==> config.mk <==
export PLATFORM = sky130hd
export DESIGN_NAME = result_drain_flat
export DESIGN_NICKNAME = d
export VERILOG_FILES = /design/src/rtl/npu_pkg.sv /design/src/rtl/result_drain_if.sv /design/src/rtl/requant_unit.sv /design/src/rtl/result_drain.sv /design/src/flat_wrapper.sv
export SDC_FILE = /design/constraint.sdc
export NUM_CORES = 1
export LEC_CHECK = 0
export BUFFER_PORTS_ARGS = -buffer_cell sky130_fd_sc_hd__buf_2
export CORE_AREA = 5 5 637 639
export CTS_BUF_LIST = sky130_fd_sc_hd__clkbuf_4
export DETAILED_ROUTE_END_ITERATION = 10
export DIE_AREA = 0 0 642 644
export HOLD_SLACK_MARGIN = 0.02
export PLACE_DENSITY = 0.34
export SYNTH_ARGS = -nofsm -noshare
export SYNTH_HDL_FRONTEND = slang
export SYNTH_SLANG_ARGS = --single-unit
==> constraint.sdc <==
create_clock -name clk -period 82.2 [get_ports clk]
set_clock_uncertainty 0.1 [all_clocks]
set_input_delay 4.11 -clock clk [delete_from_list [all_inputs] [get_ports clk]]
set_output_delay 4.11 -clock clk [all_outputs]
set_load 0.05 [all_outputs]
==> src/rtl/npu_pkg.sv <==
// Shared constants and types for the systolic array result path.
package npu_pkg;

  localparam int N       = 10;
  localparam int IN_W    = 16;
  localparam int OUT_W   = 8;
  localparam int IDX_W   = 4;
  localparam int SHIFT_W = 4;
  localparam int ELEM_W  = $clog2(N * N);

  typedef enum logic [1:0] {
    IDLE,
    LOAD,
    STREAM,
    FINISH
  } drain_state_t;

  typedef logic signed [IN_W-1:0]  res_t;
  typedef logic signed [OUT_W-1:0] out_t;
  typedef logic [IDX_W-1:0]        idx_t;

endpackage

==> src/rtl/result_drain_if.sv <==
// Valid/ready element stream from the result drain to the writeback stage.
interface result_drain_if;
  import npu_pkg::*;

  logic out_valid;
  logic out_ready;
  out_t out_data;
  idx_t out_row;
  idx_t out_col;
  logic out_last;

  modport master (
    output out_valid, out_data, out_row, out_col, out_last,
    input  out_ready
  );

  modport slave (
    input  out_valid, out_data, out_row, out_col, out_last,
    output out_ready
  );

endinterface

==> src/rtl/requant_unit.sv <==
// Combinational requantizer: arithmetic right shift, optional ReLU, signed saturation.
module requant_unit
  import npu_pkg::*;
(
  input  res_t               x,
  input  logic [SHIFT_W-1:0] shift,
  input  logic               relu,
  output out_t               y,
  output logic               sat_flag
);

  localparam logic [SHIFT_W:0] MAX_SHIFT = (SHIFT_W+1)'(IN_W - 1);
  localparam res_t SAT_HI = res_t'((1 <<< (OUT_W - 1)) - 1);
  localparam res_t SAT_LO = res_t'(-(1 <<< (OUT_W - 1)));

  logic [SHIFT_W:0] shift_ext;
  logic [SHIFT_W:0] shift_eff;
  res_t             s;

  // NOTE: every always_comb output gets a default before any branch; a path that
  // leaves a variable unassigned would infer a latch.
  always_comb begin
    shift_ext = {1'b0, shift};
    shift_eff = (shift_ext > MAX_SHIFT) ? MAX_SHIFT : shift_ext;
    s         = x >>> shift_eff;
    if (relu && (s < 0)) begin
      s = '0;
    end
    y        = s[OUT_W-1:0];
    sat_flag = 1'b0;
    if (s > SAT_HI) begin
      y        = SAT_HI[OUT_W-1:0];
      sat_flag = 1'b1;
    end else if (s < SAT_LO) begin
      y        = SAT_LO[OUT_W-1:0];
      sat_flag = 1'b1;
    end
  end

endmodule

==> src/rtl/result_drain.sv <==
// Snapshots the array result matrix on capture and streams requantized
// elements in row-major order, one per cycle while the consumer is ready.
module result_drain
  import npu_pkg::*;
(
  input  logic                  clk,
  input  logic                  rst,
  input  logic                  cap_valid,
  input  logic [N*N*IN_W-1:0]   res_in,
  input  logic [SHIFT_W-1:0]    cfg_shift,
  input  logic                  cfg_relu,
  output logic                  busy,
  output logic                  drain_done,
  output logic [7:0]            sat_count,
  result_drain_if.master        drain
);

  drain_state_t state_q, state_d;

  logic [N*N-1:0][IN_W-1:0] buf_q;
  logic [SHIFT_W-1:0]       shift_q;
  logic                     relu_q;

  idx_t  row_q, col_q;
  idx_t  sel_row, sel_col;
  logic  [ELEM_W-1:0] sel_elem;
  logic  valid_q, last_q;
  out_t  data_q;

  logic  capture, load, xfer;
  out_t  rq_data;
  logic  rq_sat;

  always_comb begin
    state_d = state_q;
    capture = 1'b0;
    load    = 1'b0;
    sel_row = '0;
    sel_col = '0;
    xfer    = valid_q && drain.out_ready;
    case (state_q)
      IDLE: begin
        if (cap_valid) begin
          capture = 1'b1;
          state_d = LOAD;
        end
      end
      LOAD: begin
        load    = 1'b1;
        state_d = STREAM;
      end
      STREAM: begin
        if (xfer) begin
          if (last_q) begin
            state_d = FINISH;
          end else begin
            // Prefetch the following element so a transfer never leaves a bubble.
            load = 1'b1;
            if (col_q == idx_t'(N - 1)) begin
              sel_row = row_q + 1'b1;
            end else begin
              sel_row = row_q;
              sel_col = col_q + 1'b1;
            end
          end
        end
      end
      FINISH:  state_d = IDLE;
      default: state_d = IDLE;
    endcase
  end

  assign sel_elem = ELEM_W'(sel_row) * ELEM_W'(N) + ELEM_W'(sel_col);

  requant_unit u_requant (
    .x        (buf_q[sel_elem]),
    .shift    (shift_q),
    .relu     (relu_q),
    .y        (rq_data),
    .sat_flag (rq_sat)
  );

  // NOTE: the snapshot buffer is deliberately left out of reset; it is always
  // written on capture before any element is read, so a reset would be pure cost.
  always_ff @(posedge clk) begin
    if (capture) begin
      buf_q <= res_in;
    end
  end

  // NOTE: sequential state is updated with <= so every register samples the
  // pre-edge values regardless of statement order.
  always_ff @(posedge clk or negedge rst) begin
    if (!rst) begin
      state_q   <= IDLE;
      busy      <= 1'b0;
      valid_q   <= 1'b0;
      last_q    <= 1'b0;
      data_q    <= '0;
      row_q     <= '0;
      col_q     <= '0;
      sat_count <= '0;
      shift_q   <= '0;
      relu_q    <= 1'b0;
    end else begin
      state_q <= state_d;
      if (capture) begin
        shift_q   <= cfg_shift;
        relu_q    <= cfg_relu;
        sat_count <= '0;
        busy      <= 1'b1;
      end
      if (load) begin
        data_q  <= rq_data;
        row_q   <= sel_row;
        col_q   <= sel_col;
        last_q  <= (sel_row == idx_t'(N - 1)) && (sel_col == idx_t'(N - 1));
        valid_q <= 1'b1;
        if (rq_sat && (sat_count != 8'hFF)) begin
          sat_count <= sat_count + 8'd1;
        end
      end else if (xfer && last_q) begin
        valid_q <= 1'b0;
        last_q  <= 1'b0;
        busy    <= 1'b0;
      end
    end
  end

  assign drain_done      = (state_q == FINISH);
  assign drain.out_valid = valid_q;
  assign drain.out_data  = data_q;
  assign drain.out_row   = row_q;
  assign drain.out_col   = col_q;
  assign drain.out_last  = last_q;

endmodule

==> src/flat_wrapper.sv <==
// flat-port wrapper written by rule: the top's interface ports become plain ports
module result_drain_flat import npu_pkg::*;
  (clk, rst, cap_valid, res_in, cfg_shift, cfg_relu, busy, drain_done, sat_count, drain_out_valid, drain_out_data, drain_out_row, drain_out_col, drain_out_last, drain_out_ready);
  result_drain_if drain_i ();
  input  logic clk;
  input  logic rst;
  input  logic cap_valid;
  input  logic [N*N*IN_W-1:0] res_in;
  input  logic [SHIFT_W-1:0] cfg_shift;
  input  logic cfg_relu;
  output logic busy;
  output logic drain_done;
  output logic [7:0] sat_count;
  output wire logic [$bits(drain_i.out_valid)-1:0] drain_out_valid;
  output wire logic [$bits(drain_i.out_data)-1:0] drain_out_data;
  output wire logic [$bits(drain_i.out_row)-1:0] drain_out_row;
  output wire logic [$bits(drain_i.out_col)-1:0] drain_out_col;
  output wire logic [$bits(drain_i.out_last)-1:0] drain_out_last;
  input wire logic [$bits(drain_i.out_ready)-1:0] drain_out_ready;
  assign drain_out_valid = drain_i.out_valid;
  assign drain_out_data = drain_i.out_data;
  assign drain_out_row = drain_i.out_row;
  assign drain_out_col = drain_i.out_col;
  assign drain_out_last = drain_i.out_last;
  assign drain_i.out_ready = drain_out_ready;
  result_drain u_core (.clk(clk), .rst(rst), .cap_valid(cap_valid), .res_in(res_in), .cfg_shift(cfg_shift), .cfg_relu(cfg_relu), .busy(busy), .drain_done(drain_done), .sat_count(sat_count), .drain(drain_i));
endmodule
## Yosys cells after proc, flatten, opt, wreduce, memory -nomap -nowiden

Cells that the tools add are included.

| operators by class | value |
|---|---|
| reduce and logical (&&, ||, !) cells | 8 |
| equality and inequality tests | 10 |
| shift operators | 1 |
| add/subtract/negate cells | 4 |
| multiply operators | 1 |
| muxes and demuxes | 33 |
| $lt $le $gt $ge | 4 |

Operators by type and width:

| operator | count |
|---|---|
| $bmux W16 S7 | 1 |
| $mux W8 | 5 |
| $mux W16 | 2 |
| $mux W4 | 8 |
| $gt A16 B8 Y1 const B | 1 |
| $lt A16 B1 Y1 const B | 1 |
| $lt A16 B8 Y1 const B | 1 |
| $sshr A16 B4 Y16 | 1 |
| $eq A4 B4 Y1 const B | 3 |
| $mux W1 | 12 |
| $add A4 B1 Y4 const B | 2 |
| $add A8 B1 Y8 const B | 1 |
| $lt A7 B8 Y1 const B | 1 |
| $ne A8 B8 Y1 const B | 1 |
| $pmux W2 S4 | 1 |
| $add A7 B4 Y7 | 1 |
| $mul A4 B3 Y6 const B | 1 |
| $mux W2 | 3 |
| $logic_and A1 B1 Y1 | 5 |
| $eq A2 B2 Y1 const B | 2 |
| $ne A2 B1 Y1 const B | 2 |
| $reduce_and A3 Y1 | 1 |
| $eq A2 B1 Y1 const B | 1 |
| $logic_not A2 Y1 | 1 |
| 3 further kinds | 3 |

| storage, ports and cells | value |
|---|---|
| input port bits | 1609 |
| word-level logic and storage cells | 171 |
| register bits after elaboration | 1634 |
| output and inout bits | 28 |

## Depth between registers and ports, before layout

| logic depth | value |
|---|---|
| word-level depth | 19 |
| gate-level depth with buffers | 29 |
| mapped depth without buffers | 23 |

## Modules after synthesis

Synthesis repeated with hierarchy kept, for this count alone.

| second synthesis, totals | value |
|---|---|
| cells, all modules | 3337 |
| area total of the unflattened synthesis | 64176.6 um^2 |

By module, submodules not included:

| module | area an instance (um^2) | cells an instance | sequential area each (um^2) | instances |
|---|---|---|---|---|
| result_drain | 63279.4 | 3219 | 48896.9 | 1 |
| requant_unit | 897.1 | 118 | 0.0 | 1 |

## Worst setup path after synthesis

OpenSTA, ideal clock, no wires.

| timing path | value |
|---|---|
| kind | in2reg |
| start point | input cap_valid |
| end point | register u_core.relu_q |
| data required time | 80.117 ns |
| stages | 4 |
| buffers on the path | 1 |
| setup time | 1.983 ns |
| arrival | 48.658 ns |
| setup slack | 31.459 ns |
| cells stage by stage | nand2_1 > inv_1 > clkbuf_1 > o21ai_0 |

| between the ends | value |
|---|---|
| word-level cells in the longest chain between the ends | 2 |

RTL lines:

| element | RTL line | text |
|---|---|---|
| from (decl) | flat_wrapper.sv:7 | `input logic cap_valid;` |
| $mux W1 | result_drain.sv:43 | `if (cap_valid) begin` |
| $mux W1 | result_drain.sv:41 | `case (state_q)` |
| named net u_core.capture | result_drain.sv:30 | `logic capture, load, xfer;` |
| to (signal assigned) | result_drain.sv:109 | `relu_q <= cfg_relu;` |
| to (decl) | result_drain.sv:22 | `logic relu_q;` |

The timed path passes the listed nets, and every way through them passes these cells.
A chain may end at the register's enable or synchronous reset.

## Worst setup path after layout

| timing path | value |
|---|---|
| start point | input drain_out_ready |
| end point | register u_core.sat_count[5] |

| between the ends | value |
|---|---|
| word-level cells in the longest chain between the ends | 17 |
| elaborated cells on any way between the ends | 22 |
| classes of those cells | add/sub (1); mul (1); order compare (3); shift (1); mux (13); reduce/logical (3) |

RTL lines:

| element | RTL line | text |
|---|---|---|
| from (decl) | flat_wrapper.sv:19 | `input wire logic [$bits(drain_i.out_ready)-1:0] drain_out_ready;` |
| $logic_and A1 B1 Y1 (*) | result_drain.sv:40 | `xfer = valid_q && drain.out_ready;` |
| $mux W4 (*) | result_drain.sv:53 | `if (xfer) begin` |
| $mux W4 (*) | result_drain.sv:41 |  |
| named net u_core.sel_row[0] | result_drain.sv:25 | `idx_t sel_row, sel_col;` |
| $mul A4 B3 Y6 (*) | result_drain.sv:73 | `assign sel_elem = ELEM_W'(sel_row) * ELEM_W'(N) + ELEM_W'(sel_col);` |
| $add A7 B4 Y7 (*) | result_drain.sv:73 |  |
| $bmux W16 S7 (*) | result_drain.sv:76 | `.x (buf_q[sel_elem]),` |
| $mux W16 (implied by the code) (*) | result_drain.sv:76 |  |
| [... 2 more ...] | -- |  |
| $logic_and A1 B1 Y1 | requant_unit.sv:26 | `if (relu && (s < 0)) begin` |
| $mux W16 (*) | requant_unit.sv:26 |  |
| $lt A16 B8 Y1 | requant_unit.sv:34 | `end else if (s < SAT_LO) begin` |
| $mux W1 | requant_unit.sv:34 |  |
| $mux W1 (*) | requant_unit.sv:31 | `if (s > SAT_HI) begin` |
| $logic_and A1 B1 Y1 (*) | result_drain.sv:119 | `if (rq_sat && (sat_count != 8'hFF)) begin` |
| $mux W8 (*) | result_drain.sv:119 |  |
| $mux W8 (*) | result_drain.sv:113 | `if (load) begin` |
| to (signal assigned) | result_drain.sv:120 | `sat_count <= sat_count + 8'd1;` |
| to (decl) | result_drain.sv:14 | `output logic [7:0] sat_count,` |

The timed path passes the listed nets; every way through them passes the cells marked *. The select of a mux whose other input is x is not followed.

==> out/summary.txt <==
Critical Path Source = drain_out_ready
Synth top area share = 74.3%
worst vdd ir = 0.0000170 V
GPL Wtd Cong = 0.804
max cap viols = 0
status = completed
most area-consuming cells after synthesis = edfxtp_1 (74%), mux4_2 (10%), mux2i_1 (3.0%)
post-synthesis average cell area = 19.5 sq um
area of the core = 0.399 sq mm
crit-path max FO = 30
Max Fclk = 95.4 MHz
CP Launch Type = input port
Mapped Area = 0.0647 sq mm
GRT overflow = 0
Netlist cell types = 96
first-pass detailed-route iteration total = 5
Power Density = 29.8 mW/mm^2
DRT Wirelength = 358,000 um
Layout area overhead = 32.7%
CTS tree = done
Reg area = 0.0489 sq mm
Primary FF master, synth = edfxtp_1
worst reg2reg path startpoint = u_core.drain.out_col[1]
sequential share of power = 45.7%
fraction of the mapped netlist area in compound gates = 4.67%
number of vias per cell = 3.97
Adder-Cell Fraction of Synth Area = 0.352%
area occupied by multi-input gates = 0.0148 sq mm
Synth Net Count = 4,950
mux cell area share after synthesis = 13.9%
Fill cells = 42,700
crit end category = flop
hpwl dp = 281,000 um
Rows = 232
Int Pwr = 0.00172 W
Post-Synth Simple-Gate Area = 3.56%
Worst slew margin = 4.69%
RSZ-0062 raised after global routing = no
HP Start = u_core.drain.out_data[7]
worst setup path class = in -> reg
synthesis-stage register bit count = 1,634
clock power share = 32.2%
Tot GR Track Use = 16.6%
post-CTS setup buffers = 0
first-pass GRT wire length = 457,000 um
clock root cell = clkbuf_4
min Tclk post-route = 10.48 ns
max-slew violations = 0
Post-DP Area = 0.0793 sq mm
htree depth = 6
class of the worst hold path = reg -> reg
Die ar. = 0.413 sq mm
Synth Instances = 3,324
XOR/XNOR Fraction of Synth Area = 0.108%
Final Net Count = 7,002
Post-synth EDFFs = 1,600
Die W = 642 um
Design Area, Final = 0.0858 sq mm
antenna violations before repair = 430
Worst-Margin Slew = 1.42 ns
CTS Hold Bufs = 0
I/O pin cnt = 1,637
switch share = 32.7%
Hold Vio Cnt, Final = 0
clk slew on worst S/H paths = 0.06 ns
clk_lat worst skew = 1.43 ns
Port Buffers = 1,636
Static Leak = 30.1 nW
clk buf depth = 4
Crit path arrival time = 11.64 ns
CP required = 83.36 ns
P_sw = 0.000835 W
CTS resizes = 0
fraction of the cycle the final worst path needs = 12.8%
sequential fraction of the synthesis area = 75.6%
total number of vias = 44,000
Die Span Y = 644 um
Post-DRT Antenna Nets = 0
CTS sink cnt = 1,634
number of DRC markers in iteration 0 = 3,194
logic gate share of total power = 22.1%
vias in the first global route = 46,600
wire length per cell = 32.3 um
top cells by count, synth = edfxtp_1 (1,600), mux4_2 (294), nand2_1 (268)
initial core utilization = 16.2%
TritonCTS buffer count = 518
largest net degree at the start of global routing = 191
setup_tns = 0 ns
total DRC errors in the routed layout = 0
largest family of logic cells by synthesized area = multiplexers
FFs w/ async S/R, synth = 2.08%
most frequent cell after synthesis = edfxtp_1
Warnings, synthesis = 0
ratio of cells with drive above 1 in the final layout = 50.3%
Synth area leader = edfxtp_1
setup violators final = 0
cell families after synthesis:
group | Yosys count
AOI/OAI and AO/OA | 439
xor gates and xnor gates | 8
adders and majority gates | 17
buffers and inverters | 206
DFF | 1634
muxes | 521
and+or+nand+nor | 499
path summary, 6_finish.rpt:
path	to	slack [ns]	cells past startpoint
setup / recovery	u_core.sat_count[5]	71.72	18
hold / removal	u_core.drain.out_data[7]	0.39	2
setup reg to reg	u_core.sat_count[5]	73.49	19
hold reg to reg	u_core.drain.out_data[7]	0.39	2
max in group asynchronous	u_core.drain.out_data[0]	78.86	2
min in group asynchronous	u_core.busy	2.66	2
per-stage QoR:
step / setup slack (ns) / instances / utilization, % / hold slack, ns / total power (W)
2_1_floorplan: 31.46 / 3324 / - / 0.428 / 0.00191
3_3_place_gp: 70.21 / 10100 / 19.9 / 0.371 / 0.00177
3_5_place_dp: 70.21 / 10100 / 19.9 / 0.372 / 0.00177
4_1_cts: 71.95 / 11000 / 21.5 / 0.391 / 0.00263
5_1_grt: 71.48 / 11000 / 21.5 / 0.420 / 0.00269
6_report: 71.72 / 11100 / 21.5 / 0.392 / 0.00255
final cells by class:
class / count / share of cell area [%]
inverter: 20 / 0.0962
sequential: 1634 / 57.0
timing repair buffer: 1718 / 10.3
antenna: 100 / 0.292
tap: 5265 / 7.68
multi-input combinational: 1484 / 17.3
clock buffer: 700 / 6.12
clock inverter: 161 / 1.21
power by group through the flow:
stage / Combinational, W / Clock, W / Sequential (W)
floorplan: 0.000315 / 0 / 0.00159
global placement: 0.000589 / 0 / 0.00118
detailed placement: 0.000589 / 0 / 0.00118
CTS: 0.000591 / 0.000869 / 0.00117
global route: 0.000608 / 0.000907 / 0.00118
finish: 0.000565 / 0.000822 / 0.00117
state kept, by name (all words and copies together), names as in the netlist, 2 cells and up:
signal                 flops
u_core.drain.out_row       4
u_core.shift_q             4
u_core.drain.out_col       4
u_core.sat_count           8
u_core.buf_q            1600
u_core.drain.out_data      8
u_core.state_q             2
per-layer routing:
| metal | global-route usage (%) | vias up | wire length (um) |
|---|---|---|---|
| li1 | - | 18300 | - |
| met1 | 19.7 | 22200 | 142000 |
| met2 | 29.4 | 2323 | 180000 |
| met3 | 5.02 | 1039 | 24900 |
| met4 | 3.83 | 154 | 10400 |
| met5 | 0 | - | 972 |
worst max-delay path: stages:
cell and delay (ns):
buf_2 0.13, nand4b_2 0.08, buf_4 0.42, nor2_1 0.20
ha_4 0.22, fa_4 1.40, nand2_2 0.84, nor2_2 0.98
a311oi_1 0.42, and4_1 0.43, o32a_1 0.23, nor3_1 0.48
nor2_4 0.11, a221oi_1 0.35, o311ai_1 0.28, o311ai_2 0.40
a21o_2 0.28, o221ai_1 0.15
layout by cell type, fill, tap and decap left out, types with 13 or more instances in the layout:
cell      netlist  layout
a211oi_1       18      18
a21oi_1       104     104
a22o_1         14      14
a31oi_1        32      32
buf_2          38    1636
buf_4          15      77
clkbuf_4        0     700
clkinv_1        1      87
clkinv_2        0      15
clkinv_4        0      14
dfrtp_1        34      33
diode_2         0     100
edfxtp_1     1600    1600
ha_1           15      14
inv_1          18      16
inv_6           0      16
mux2_2         26      26
mux2i_1       197     196
mux4_2        294     294
nand2_1       268     259
nand3_1        56      55
nand4_1        20      20
nor2_1         53      44
nor4_1         41      37
o211ai_1       13      13
o21ai_0        48      47
o22ai_1        63      62
No activity file was read; power rests on OpenSTA's default activity.
